==> config.mk <==
export PLATFORM = sky130hd
export DESIGN_NAME = ram_fifo_ctrl
export DESIGN_NICKNAME = d
export VERILOG_FILES = /design/src/rtl/ram_fifo_ctrl.sv
export SDC_FILE = /design/constraint.sdc
export NUM_CORES = 1
export LEC_CHECK = 0
export CAP_MARGIN = 10
export CORE_UTILIZATION = 36
export CTS_CLUSTER_DIAMETER = 50
export CTS_CLUSTER_SIZE = 16
export DETAILED_ROUTE_END_ITERATION = 12
export HOLD_SLACK_MARGIN = 0.08
export PLACE_DENSITY = 0.86
export SLEW_MARGIN = 30
export SYNTH_ARGS = -nofsm -noshare
export SYNTH_HDL_FRONTEND = slang
export SYNTH_SLANG_ARGS = --single-unit
==> constraint.sdc <==
create_clock -name clk -period 5.4 [get_ports clk]
set_input_delay 0.54 -clock clk [delete_from_list [all_inputs] [get_ports clk]]
set_output_delay 0.54 -clock clk [all_outputs]
set_load 0.01 [all_outputs]
==> src/rtl/ram_fifo_ctrl.sv <==
// FIFO controller driving a 16x16 simple dual-port RAM. Owns pointers,
// occupancy and flags; never issues a RAM read and write in the same cycle.
module ram_fifo_ctrl #(
    parameter int D_WIDTH = 16,
    parameter int A_WIDTH = 4,
    parameter int A_MAX   = 16
) (
    input  logic               clk,
    input  logic               rst_n,
    input  logic               in_valid,
    output logic               in_ready,
    input  logic [D_WIDTH-1:0] in_data,
    output logic               out_valid,
    input  logic               out_ready,
    output logic [D_WIDTH-1:0] out_data,
    output logic [A_WIDTH:0]   count,
    output logic               full,
    output logic               empty,
    output logic               ram_en_write,
    output logic [A_WIDTH-1:0] ram_address_write,
    output logic [D_WIDTH-1:0] ram_data_write,
    output logic               ram_write_enable,
    output logic               ram_en_read,
    output logic [A_WIDTH-1:0] ram_address_read,
    input  logic [D_WIDTH-1:0] ram_data_read
);

    typedef enum logic {
        PRIO_READ  = 1'b0,
        PRIO_WRITE = 1'b1
    } prio_t;

    localparam logic [A_WIDTH:0] FULL_COUNT = (A_WIDTH + 1)'(A_MAX);

    logic [A_WIDTH-1:0] wr_ptr;
    logic [A_WIDTH-1:0] rd_ptr;
    logic [A_WIDTH:0]   count_q;
    logic               out_valid_q;
    prio_t              prio;
    prio_t              prio_next;

    logic rd_req;
    logic rd_issue;
    logic wr_en;
    logic conflict;

    // Arbitration: the side holding prio wins a conflict; the loser gets prio next.
    always_comb begin
        full     = (count_q == FULL_COUNT);
        rd_req   = (count_q != '0) && (!out_valid_q || out_ready);
        rd_issue = rd_req && (!in_valid || full || prio == PRIO_READ);
        in_ready = !full && !(rd_req && prio == PRIO_READ);
        wr_en    = in_valid && in_ready;
        conflict = in_valid && !full && rd_req;
    end

    always_comb begin
        prio_next = prio;
        if (conflict) begin
            prio_next = (prio == PRIO_READ) ? PRIO_WRITE : PRIO_READ;
        end
    end

    always_ff @(posedge clk or negedge rst_n) begin
        if (!rst_n) begin
            prio <= PRIO_READ;
        end else begin
            prio <= prio_next;
        end
    end

    always_ff @(posedge clk or negedge rst_n) begin
        if (!rst_n) begin
            wr_ptr      <= '0;
            rd_ptr      <= '0;
            count_q     <= '0;
            out_valid_q <= 1'b0;
        end else begin
            if (wr_en) begin
                wr_ptr <= wr_ptr + 1'b1;
            end
            if (rd_issue) begin
                rd_ptr <= rd_ptr + 1'b1;
            end
            case ({wr_en, rd_issue})
                2'b10:   count_q <= count_q + 1'b1;
                2'b01:   count_q <= count_q - 1'b1;
                default: count_q <= count_q;
            endcase
            if (rd_issue) begin
                out_valid_q <= 1'b1;
            end else if (out_valid_q && out_ready) begin
                out_valid_q <= 1'b0;
            end
        end
    end

    always_comb begin
        out_valid         = out_valid_q;
        out_data          = ram_data_read;
        count             = count_q;
        empty             = (count_q == '0) && !out_valid_q;
        ram_en_write      = wr_en;
        ram_write_enable  = wr_en;
        ram_address_write = wr_ptr;
        ram_data_write    = in_data;
        ram_en_read       = rd_issue;
        ram_address_read  = rd_ptr;
    end

endmodule
==> impl_metrics.py <==
metrics = {
    "status": {
        "run_status": "finished, violations left",
        "violations": "DRC",
    },
    "critical_path": {
        "crit_type": "reg2reg",
        "worstSetupEndpointType": "flop",
        "worstPathCellList": "or4_1, o211ai_4, nand3_4, ha_1, fa_1, a21oi_1, o21ai_0, o311ai_0",
        "crit_slowest_cell": "or4_1",
        "cp_num_buf_inv": 0,
        "cp_top_family": "compound AO/OA/AOI/OAI gates",
        "crit_arrival_ns": 3.46,
        "startpoint": "count[0]",
        "path_max_fanout": 9,
        "r2r-start": "count[0]",
        "critical_path.max_stage_delay_ns": 0.71,
        "crit_path_start_kind": "flop",
        "required_ns": 5.53,
    },
    "synth": {
        "synth_area_leader_cell": "dfrtp_1",
        "synth_top_family_by_area": "buffers and inverters",
        "synth-seq-cells": 15,
        "synth_area_leaders": "dfrtp_1 34%, buf_4 22%, ha_1 6.7%, xnor2_1 5.5%, xor2_1 2.4%",
        "synthMuxAreaShare": 0.03359,
        "synth_edf_count": 0,
        "yosysMostFrequentCell": "buf_4",
        "synth_fp_nets": 157,
        "synth_flop_cell": "dfrtp_1",
        "synth-simple-area-share": 0.1344,
        "syn_inst": 114,
        "ys_warn_count": 0,
        "synth_fa_ha_area_frac": 0.08511,
        "seq_area_frac_synth": 0.3359,
        "synth_compound_area_frac": 0.08287,
        "synth-xor-area-share": 0.07839,
        "synth_cell_types": 31,
        "syn_avg_cell_area_sq_um": 9.801,
        "ys_top_cells_by_count": "33 x buf_4, 15 x dfrtp_1, 7 x xnor2_1, 6 x ha_1",
        "syn_area_sq_mm": 0.001117,
        "synth_top_cell_area_share": 0.3359,
        "synthArstFlopShare": 1.000,
    },
    "power": {
        "p_sw_frac": 0.4121,
        "peakVddDrop_v": 0.0002034,
        "p_int_uw": 461.7,
        "p_per_area_mw_per_mm2": 681.4,
        "p_seq_frac": 0.317,
        "power_frac_comb": 0.606,
        "leakage_nw": 0.4855,
        "power_frac_clock": 0.077,
        "switching_power_uw": 323.5,
    },
    "layout": {
        "fin_area_sq_mm": 0.001152,
        "nets": 149,
        "areaGrowthSynthToFinish_pct": 3.136,
        "drive_above_1_share": 0.08571,
        "diodes": 0,
        "n_fill_cell": 295,
    },
    "global_routing": {
        "grt_pass1_wl_microns": 3063,
        "grt_pass1_vias": 698,
        "grt_util_met2": 0.1960,
        "grt_max_degree": 16,
        "use_met3": 0.01786,
        "met1_usage": 0.1336,
        "grt_usage": 0.1157,
        "antenna_found_initial": 0,
        "top_usage_layer": "met2",
        "overflow": 0,
    },
    "floorplan": {
        "die_x_microns": 57.71,
        "fp.dieH_microns": 57.71,
        "fp-row-count": 19,
        "start_util": 0.3917,
        "die_area_sq_mm": 0.003330,
        "io_pins": 88,
        "core_area_sq_mm": 0.002853,
    },
    "route": {
        "antenna_left": 0,
        "first_iter_violations": 20,
        "dr.pass1.iters": 11,
        "post-route-drc-count": 8,
        "wl_microns": 2011,
        "vias": 744,
        "wl_per_cell_microns": 14.79,
        "vias_per_cell": 5.471,
    },
    "clock_network": {
        "cts_tree": "built",
        "cts_resized": 0,
        "postCtsSetupBuffers": 0,
        "root_buffer": "clkbuf_4",
        "numCtsBuffers": 3,
        "cts_hold_buf": 0,
        "cts_sinks": 15,
        "cts.path.max_buffers": 2,
        "clock_latency_ns": 0.27,
        "htree_levels": 1,
        "path_clk_slew_ns": 0.08,
    },
    "placement": {
        "placed_cell_area_sq_mm": 0.001126,
        "gp_congestion": 0.7088,
        "portBuffers": 23,
        "dpl.hpwl_microns": 1577,
    },
    "worst_hold_path": {
        "min-delay-start": "ram_address_read[3]",
        "min_path_type": "reg2reg",
    },
    "timing": {
        "timing.final.crit_period_ns": 3.329,
        "setup_viol": 0,
        "worstMarginPinSlew_ns": 0.6435,
        "fin_setup_tns_ns": 0,
        "final_max_slew_viol_count": 0,
        "maxSlewHeadroom": 0.5697,
        "hold_viol_final": 0,
        "skew_ns": 0.002125,
        "rsz0062_at_grt": "no",
        "holdWs_ns": 0.4659,
        "period_share": 0.6166,
        "fmax_mhz": 300.4,
    },
    "flow_run": {
        "drv_cap": 0,
    },
}
registers in the layout, indices dropped and copies added (netlist names):
register           count
count                  5
out_valid              1
prio                   1
ram_address_read       4
ram_address_write      4
per-stage QoR:
step	cells	worst slack [ns]	util	power [mW]
CTS	136	2.075	0.4039	0.7940
global placement	132	2.328	0.3947	0.7065
detailed placement	132	2.050	0.3947	0.7305
finish	136	2.071	0.4039	0.7852
floorplan	114	2.519	-	0.5583
global route	136	1.934	0.4039	0.8426
kinds of logic after synthesis:
kind of cell | count (synthesis)
muxes | 3
AOI/OAI and AO/OA | 13
xor gates and xnor gates | 10
DFF | 15
adders and majority gates | 7
and+or+nand+nor | 25
buffers and inverters | 41
metal layers:
layer	share of wire	wire (microns)
met5	0	0
met2	0.50	1015
met4	0.040	80
met3	0.071	143
met1	0.38	772
power by group through the flow:
stage,logic [mW],clock network (mW),registers (mW)
final,0.476,0.0607,0.249
after global routing,0.515,0.0677,0.260
after CTS,0.479,0.0633,0.251
after detailed placement,0.478,0,0.253
after global placement,0.459,0,0.248
after floorplan,0.305,0,0.254
layout make-up:
type,count,area [sq um],share of cell area
tap,31,38.79,0.03366
sequential,15,375.4,0.3257
clock buffer,4,26.28,0.02280
multi-input combinational,58,462.9,0.4017
inverter,5,18.77,0.01629
timing repair buffer,23,230.2,0.1998
path summary, 6_finish.rpt:
| kind | slack [ns] | endpoint | cells past startpoint |
|---|---|---|---|
| max in group asynchronous | 4.33 | ram_address_read[1] | 1 |
| hold / removal | 0.47 | ram_address_read[3] | 1 |
| setup / recovery | 2.07 | count[4] | 8 |
| setup reg to reg | 2.07 | count[4] | 8 |
| min in group asynchronous | 0.66 | ram_address_write[3] | 1 |
| hold reg to reg | 0.47 | ram_address_read[3] | 1 |
cells in the final DEF (no fill, tap or decap), drive strengths merged, types with 4 or more instances in the layout:
| cell | synthesis | layout |
|---|---|---|
| clkdlybuf4s50 | 0 | 23 |
| dfrtp | 15 | 15 |
| xnor2 | 7 | 7 |
| ha | 6 | 6 |
| o21ai | 6 | 6 |
| nand2 | 5 | 5 |
| inv | 5 | 5 |
| clkbuf | 2 | 4 |
(Power assumes the default switching activity.)
